<file path="src/rtl/fft8_pkg.sv">
// Shared constants, FSM encoding and index helper for the serial 8-point forward FFT.
// Optional stage scaling is selected with FFT8_STAGE_SCALE_EN (see fft8_bfly).
package fft8_pkg;

    // Forward twiddles e^(-j*2*pi*t/8) in Q1.15; W^0 and W^2 need no multiplier
    localparam logic signed [15:0] W1_RE = 16'sh5A82;
    localparam logic signed [15:0] W1_IM = -16'sh5A82;
    localparam logic signed [15:0] W3_RE = -16'sh5A82;
    localparam logic signed [15:0] W3_IM = -16'sh5A82;

    localparam logic signed [33:0] ROUND_CONST = 34'sd16384;

    typedef enum logic [1:0] {
        LOAD   = 2'd0,
        COMP   = 2'd1,
        UNLOAD = 2'd2
    } fft_state_t;

    function automatic logic [2:0] bitrev3(input logic [2:0] k);
        return {k[0], k[1], k[2]};
    endfunction

endpackage

</file>
<file path="src/rtl/fft8_bfly.sv">
// Combinational radix-2 DIF butterfly: a' = a + b, b' = (a - b) * W^tw.
// With FFT8_STAGE_SCALE_EN defined both outputs are halved (rounded) before the twiddle.
module fft8_bfly
    import fft8_pkg::*;
(
    input  logic [15:0] a_re,
    input  logic [15:0] a_im,
    input  logic [15:0] b_re,
    input  logic [15:0] b_im,
    input  logic [1:0]  tw,
    output logic [15:0] ya_re,
    output logic [15:0] ya_im,
    output logic [15:0] yb_re,
    output logic [15:0] yb_im
);

    logic signed [16:0] sum_re;
    logic signed [16:0] sum_im;
    logic signed [16:0] diff_re;
    logic signed [16:0] diff_im;
    logic signed [16:0] s_re;
    logic signed [16:0] s_im;
    logic signed [16:0] d_re;
    logic signed [16:0] d_im;
    logic signed [15:0] w_re;
    logic signed [15:0] w_im;
    logic signed [32:0] p_rr;
    logic signed [32:0] p_ii;
    logic signed [32:0] p_ri;
    logic signed [32:0] p_ir;
    logic signed [33:0] acc_re;
    logic signed [33:0] acc_im;

    always_comb begin
        sum_re  = 17'($signed(a_re)) + 17'($signed(b_re));
        sum_im  = 17'($signed(a_im)) + 17'($signed(b_im));
        diff_re = 17'($signed(a_re)) - 17'($signed(b_re));
        diff_im = 17'($signed(a_im)) - 17'($signed(b_im));
`ifdef FFT8_STAGE_SCALE_EN
        s_re = (sum_re + 17'sd1) >>> 1;
        s_im = (sum_im + 17'sd1) >>> 1;
        d_re = (diff_re + 17'sd1) >>> 1;
        d_im = (diff_im + 17'sd1) >>> 1;
`else
        s_re = sum_re;
        s_im = sum_im;
        d_re = diff_re;
        d_im = diff_im;
`endif
        // Only W^1 and W^3 reach the multiplier; tw[1] picks between them
        w_re = tw[1] ? W3_RE : W1_RE;
        w_im = tw[1] ? W3_IM : W1_IM;

        p_rr   = 33'(d_re) * 33'(w_re);
        p_ii   = 33'(d_im) * 33'(w_im);
        p_ri   = 33'(d_re) * 33'(w_im);
        p_ir   = 33'(d_im) * 33'(w_re);
        acc_re = 34'(p_rr) - 34'(p_ii);
        acc_im = 34'(p_ri) + 34'(p_ir);

        ya_re = 16'(s_re);
        ya_im = 16'(s_im);

        case (tw)
            2'd0: begin
                yb_re = 16'(d_re);
                yb_im = 16'(d_im);
            end
            2'd2: begin
                yb_re = 16'(d_im);
                yb_im = 16'(-d_re);
            end
            default: begin
                yb_re = 16'((acc_re + ROUND_CONST) >>> 15);
                yb_im = 16'((acc_im + ROUND_CONST) >>> 15);
            end
        endcase
    end

endmodule

</file>
<file path="src/rtl/fft8_fwd_serial.sv">
// Serial 8-point forward DIF FFT: load 8 samples, 12 in-place butterflies, unload bins in natural order.
// Build option FFT8_STAGE_SCALE_EN enables per-stage 1/2 scaling inside fft8_bfly.
module fft8_fwd_serial
    import fft8_pkg::*;
(
    input  logic        clk,
    input  logic        reset,
    input  logic        in_valid,
    input  logic [15:0] in_re,
    input  logic [15:0] in_im,
    output logic        in_ready,
    output logic        out_valid,
    output logic [15:0] out_re,
    output logic [15:0] out_im,
    output logic [2:0]  out_idx,
    output logic        out_last,
    input  logic        out_ready,
    output logic        frame_done
);

    fft_state_t state_q;
    fft_state_t state_d;

    logic [2:0]  load_cnt_q;
    logic [2:0]  load_cnt_d;
    logic [3:0]  bfly_cnt_q;
    logic [3:0]  bfly_cnt_d;
    logic [15:0] mem_re_q [8];
    logic [15:0] mem_re_d [8];
    logic [15:0] mem_im_q [8];
    logic [15:0] mem_im_d [8];

    logic        in_ready_q;
    logic        in_ready_d;
    logic        out_valid_q;
    logic        out_valid_d;
    logic [15:0] out_re_q;
    logic [15:0] out_re_d;
    logic [15:0] out_im_q;
    logic [15:0] out_im_d;
    logic [2:0]  out_idx_q;
    logic [2:0]  out_idx_d;
    logic        out_last_q;
    logic        out_last_d;
    logic        frame_done_q;
    logic        frame_done_d;

    logic        in_fire;
    logic        out_fire;
    logic [1:0]  stage;
    logic [1:0]  pair;
    logic [2:0]  idx_a;
    logic [2:0]  idx_b;
    logic [1:0]  tw;
    logic [2:0]  next_idx;
    logic [15:0] ya_re;
    logic [15:0] ya_im;
    logic [15:0] yb_re;
    logic [15:0] yb_im;

    assign in_fire  = (state_q == LOAD) && in_valid && in_ready_q;
    assign out_fire = out_valid_q && out_ready;
    assign stage    = bfly_cnt_q[3:2];
    assign pair     = bfly_cnt_q[1:0];
    assign next_idx = out_idx_q + 3'd1;

    // Butterfly operand addresses and twiddle for the current schedule step
    always_comb begin
        idx_a = 3'd0;
        idx_b = 3'd0;
        tw    = 2'd0;
        case (stage)
            2'd0: begin
                idx_a = {1'b0, pair};
                idx_b = {1'b1, pair};
                tw    = pair;
            end
            2'd1: begin
                idx_a = {pair[1], 1'b0, pair[0]};
                idx_b = {pair[1], 1'b1, pair[0]};
                tw    = {pair[0], 1'b0};
            end
            default: begin
                idx_a = {pair, 1'b0};
                idx_b = {pair, 1'b1};
                tw    = 2'd0;
            end
        endcase
    end

    fft8_bfly u_bfly (
        .a_re  (mem_re_q[idx_a]),
        .a_im  (mem_im_q[idx_a]),
        .b_re  (mem_re_q[idx_b]),
        .b_im  (mem_im_q[idx_b]),
        .tw    (tw),
        .ya_re (ya_re),
        .ya_im (ya_im),
        .yb_re (yb_re),
        .yb_im (yb_im)
    );

    always_ff @(posedge clk or posedge reset) begin
        if (reset) begin
            state_q <= LOAD;
        end else begin
            state_q <= state_d;
        end
    end

    always_comb begin
        state_d = state_q;
        case (state_q)
            LOAD: begin
                if (in_fire && (load_cnt_q == 3'd7)) begin
                    state_d = COMP;
                end
            end
            COMP: begin
                if (bfly_cnt_q == 4'd11) begin
                    state_d = UNLOAD;
                end
            end
            UNLOAD: begin
                if (out_fire && (out_idx_q == 3'd7)) begin
                    state_d = LOAD;
                end
            end
            default: state_d = LOAD;
        endcase
    end

    always_comb begin
        load_cnt_d   = load_cnt_q;
        bfly_cnt_d   = bfly_cnt_q;
        mem_re_d     = mem_re_q;
        mem_im_d     = mem_im_q;
        out_valid_d  = out_valid_q;
        out_re_d     = out_re_q;
        out_im_d     = out_im_q;
        out_idx_d    = out_idx_q;
        out_last_d   = out_last_q;
        frame_done_d = 1'b0;
        in_ready_d   = (state_d == LOAD);

        case (state_q)
            LOAD: begin
                if (in_fire) begin
                    mem_re_d[load_cnt_q] = in_re;
                    mem_im_d[load_cnt_q] = in_im;
                    load_cnt_d           = load_cnt_q + 3'd1;
                end
            end
            COMP: begin
                mem_re_d[idx_a] = ya_re;
                mem_im_d[idx_a] = ya_im;
                mem_re_d[idx_b] = yb_re;
                mem_im_d[idx_b] = yb_im;
                bfly_cnt_d      = bfly_cnt_q + 4'd1;
                // Bin 0 is registered on the final butterfly edge so it is visible immediately
                if (bfly_cnt_q == 4'd11) begin
                    bfly_cnt_d  = 4'd0;
                    out_valid_d = 1'b1;
                    out_idx_d   = 3'd0;
                    out_last_d  = 1'b0;
                    out_re_d    = mem_re_d[bitrev3(3'd0)];
                    out_im_d    = mem_im_d[bitrev3(3'd0)];
                end
            end
            UNLOAD: begin
                if (out_fire) begin
                    if (out_idx_q == 3'd7) begin
                        out_valid_d  = 1'b0;
                        out_last_d   = 1'b0;
                        out_idx_d    = 3'd0;
                        out_re_d     = 16'd0;
                        out_im_d     = 16'd0;
                        frame_done_d = 1'b1;
                    end else begin
                        out_idx_d  = next_idx;
                        out_last_d = (next_idx == 3'd7);
                        out_re_d   = mem_re_q[bitrev3(next_idx)];
                        out_im_d   = mem_im_q[bitrev3(next_idx)];
                    end
                end
            end
            default: ;
        endcase
    end

    always_ff @(posedge clk or posedge reset) begin
        if (reset) begin
            load_cnt_q   <= 3'd0;
            bfly_cnt_q   <= 4'd0;
            for (int i = 0; i < 8; i++) begin
                mem_re_q[i] <= 16'd0;
                mem_im_q[i] <= 16'd0;
            end
            in_ready_q   <= 1'b0;
            out_valid_q  <= 1'b0;
            out_re_q     <= 16'd0;
            out_im_q     <= 16'd0;
            out_idx_q    <= 3'd0;
            out_last_q   <= 1'b0;
            frame_done_q <= 1'b0;
        end else begin
            load_cnt_q   <= load_cnt_d;
            bfly_cnt_q   <= bfly_cnt_d;
            mem_re_q     <= mem_re_d;
            mem_im_q     <= mem_im_d;
            in_ready_q   <= in_ready_d;
            out_valid_q  <= out_valid_d;
            out_re_q     <= out_re_d;
            out_im_q     <= out_im_d;
            out_idx_q    <= out_idx_d;
            out_last_q   <= out_last_d;
            frame_done_q <= frame_done_d;
        end
    end

    assign in_ready   = in_ready_q;
    assign out_valid  = out_valid_q;
    assign out_re     = out_re_q;
    assign out_im     = out_im_q;
    assign out_idx    = out_idx_q;
    assign out_last   = out_last_q;
    assign frame_done = frame_done_q;

endmodule

</file>
<file path="config.mk">
export PLATFORM = sky130hd
export DESIGN_NAME = fft8_fwd_serial
export DESIGN_NICKNAME = d
export VERILOG_FILES = /design/src/rtl/fft8_pkg.sv /design/src/rtl/fft8_bfly.sv /design/src/rtl/fft8_fwd_serial.sv
export SDC_FILE = /design/constraint.sdc
export NUM_CORES = 2
export LEC_CHECK = 0
export CAP_MARGIN = 5
export CORE_MARGIN = 10
export CORE_UTILIZATION = 40
export CTS_BUF_LIST = sky130_fd_sc_hd__clkbuf_8
export DETAILED_ROUTE_END_ITERATION = 8
export DONT_BUFFER_PORTS = 1
export PLACE_DENSITY = 0.56
export SLEW_MARGIN = 20
export SYNTH_ARGS = -nofsm -noshare
export SYNTH_HDL_FRONTEND = slang
export SYNTH_SLANG_ARGS = --single-unit
</file>
<file path="constraint.sdc">
create_clock -name clk -period 14.3 [get_ports clk]
set_input_delay 1.43 -clock clk [delete_from_list [all_inputs] [get_ports clk]]
set_output_delay 1.43 -clock clk [all_outputs]
set_load 0.005 [all_outputs]
</file>
==> flow_summary.json <==
{
  "outcome": "finished, violations left",
  "violations": "DRC",
  "final_cells": 7757,
  "yosysSeqAreaShare": 0.148,
  "grt_pass1_wl_mm": 318,
  "syn_area_um2": 51200,
  "grt_pass1_vias": 46500,
  "slew_headroom": 0.100,
  "maxSlewViolCount": 0,
  "ys_top_cells_by_count": "inv_1 (1,014), fa_1 (631), nor2_1 (590), ha_1 (561), nand2_1 (463)",
  "final_core_util": 0.453,
  "cts_tree": "yes",
  "grt_antenna_before_repair": 12,
  "place_congestion": 1.01,
  "groute.usage.overall": 0.299,
  "grtUsageMet1": 0.406,
  "drive_gt1_frac": 0.136,
  "cp_slowest_cell": "fa_1",
  "syn_area_per_cell_um2": 8.76,
  "grt_max_degree": 111,
  "synth_ff_type": "dfrtp_1",
  "syn_to_final_growth_pct": 12.6,
  "vias_per_cell": 6.04,
  "fmax_mhz": 71.6,
  "core_area_um2": 127000,
  "tightest_slew_ns": 1.35,
  "critPathCaptureType": "flop",
  "numPortBuffers": 0,
  "worstSetupPathType": "flop to flop",
  "die_w_um": 378,
  "ys_types": 109,
  "synth_top_area_share": 0.247,
  "clock_skew_ns": 0.0417,
  "clockBufferDepth": 3,
  "seq_area_um2": 7610,
  "vias": 46800,
  "synthCells": 5850,
  "synth.top_cells.by_area": "fa_1 (25%), dfrtp_1 (15%), ha_1 (14%), inv_1 (7.4%), nor2_1 (4.3%)",
  "grtUsageMet3": 0.0918,
  "synthArstFlopShare": 1.00,
  "drtIter0Drc": 5898,
  "min_period_ns": 13.97,
  "synth_top_cell_by_area": "fa_1",
  "yosysWarningCount": 0,
  "cts_root_buffer": "clkbuf_8",
  "fp.dieH_um": 378,
  "busiest_layer": "met2",
  "num-fill-cells": 12400,
  "drt_wl_total_mm": 216,
  "placed_area_um2": 55700,
  "cts_buffers": 53,
  "die_area_um2": 143000,
  "clk_latency_ns": 0.70,
  "ios": 75,
  "finalInstanceArea_um2": 57700,
  "start_util": 0.402,
  "ys_ff_latch": 304,
  "final.period_utilization": 0.977,
  "path_max_fanout": 7,
  "hold_viol_final": 0,
  "dp_hpwl_mm": 160,
  "overflow": 0,
  "synthMostInstantiatedCell": "inv_1",
  "wl_per_cell_um": 27.9,
  "clkSinkCount": 304,
  "slowest_delay_ns": 0.55,
  "start_kind": "flop",
  "multiInputGateArea_um2": 39400,
  "cts_htree_levels": 2,
  "setup_viol_count_final": 0,
  "row_count": 131,
  "maxCapViolCount": 0,
  "use_met2": 0.424,
  "crit_arrival_ns": 14.54,
  "drcViolationCount": 1,
  "nets": 7266,
  "cp.required_ns": 14.87,
  "min_path_type": "flop to flop",
  "crit_path_frequent_cell": "fa_1",
  "tns_ns": 0,
  "dpl.cell_count": 7621,
  "synth_edf_count": 0,
  "drtAntennaViolNets": 0,
  "clk_pin_slew_ns": 0.07,
  "drt_pass1_iterations": 9
}
## flip-flops by register name, indices dropped and copies added, names as in the netlist, 2 cells and up
| register | count |
|---|---|
| load_cnt_q | 3 |
| mem_re_q | 128 |
| out_im | 16 |
| out_re | 16 |
| state_q | 2 |
| out_idx | 3 |
| bfly_cnt_q | 4 |
| mem_im_q | 128 |
## logic make-up (layout without fill, tap and decap cells)
logic type	after synthesis	count (layout)	synth area share
flops	304	304	0.148
simple gates	1442	1442	0.122
other cells	2	18	0.000147
buf+inv	1343	1572	0.0993
compound gates	1207	1207	0.161
mux	155	155	0.0503
xor+xnor	205	205	0.0356
fa+ha+maj	1192	1192	0.384
## path summary, 6_finish.rpt
check / startpoint / to / slack, ns / cells past startpoint
worst max-delay path: bfly_cnt_q[3] / mem_im_q[47] / 0.33 / 53
worst min-delay path: mem_im_q[10] / mem_im_q[10] / 0.51 / 2
worst max register to register: bfly_cnt_q[3] / mem_im_q[47] / 0.33 / 53
worst min register to register: mem_im_q[10] / mem_im_q[10] / 0.51 / 2
max in group asynchronous: reset / mem_re_q[58] / 11.32 / 3
min in group asynchronous: reset / out_im[4] / 0.77 / 1
## critical path: cells and delay by family, from the launching register on
kind                       cells  cell delay [ns]
AOI/OAI and AO/OA             16             4.47
xor gates and xnor gates       3             0.60
adders and majority gates     13             5.24
buffers and inverters         11             1.10
DFF                            1             0.46
muxes                          1             0.51
and+or+nand+nor                9             1.45
## layout make-up
| type | count | area share |
|---|---|---|
| diodes | 14 | 0.000608 |
| clock inverters | 30 | 0.00386 |
| well taps | 1662 | 0.0361 |
| flip-flops and latches | 304 | 0.132 |
| clock buffers | 68 | 0.0162 |
| multi-input cells | 4205 | 0.683 |
| repair buffers | 446 | 0.0614 |
| inverters | 1028 | 0.0671 |
## through the flow
step	hold slack, ns	worst slack [ns]
after global placement	0.483	-0.110
after detailed placement	0.495	-0.196
after CTS	0.511	0.0220
final	0.514	0.327
after global routing	0.542	-0.0737
after floorplan	0.463	0.536
## cell usage in the layout (no fill, tap or decap), types with 72 or more instances in the layout
cell / Yosys / final
inv_1: 1014 / 1018
fa_1: 631 / 628
nor2_1: 590 / 577
ha_1: 561 / 551
nand2_1: 463 / 458
buf_4: 4 / 421
dfrtp_1: 304 / 301
o21ai_0: 245 / 238
a21oi_1: 250 / 234
xnor2_1: 161 / 145
nand3_1: 108 / 103
a221oi_1: 101 / 98
o22ai_1: 91 / 90
mux4_2: 80 / 80
o21a_1: 72 / 72
## timing repair
| action | in CTS | in global routing |
|---|---|---|
| cloned | 0 | 1 |
| pin swaps | 0 | 41 |
| setup endpoints to repair | 44 | 127 |
| gates resized for setup | 6 | 130 |
| hold buffers | 0 | 0 |
| buffers inserted | 0 | 22 |
| hold endpoints to repair | 0 | 0 |
## layer usage
metal | wire (um) | share of wire | vias to the layer above
li1 | - | - | 19900
met1 | 86800 | 0.40 | 23100
met2 | 87100 | 0.40 | 3079
met4 | 14600 | 0.068 | 12
met5 | 215 | 0.00099 | -
met3 | 27400 | 0.13 | 791
Power is left out: the tool's default activity adds up to more than one toggle a clock period on the data nets, which glitch-free logic cannot reach.
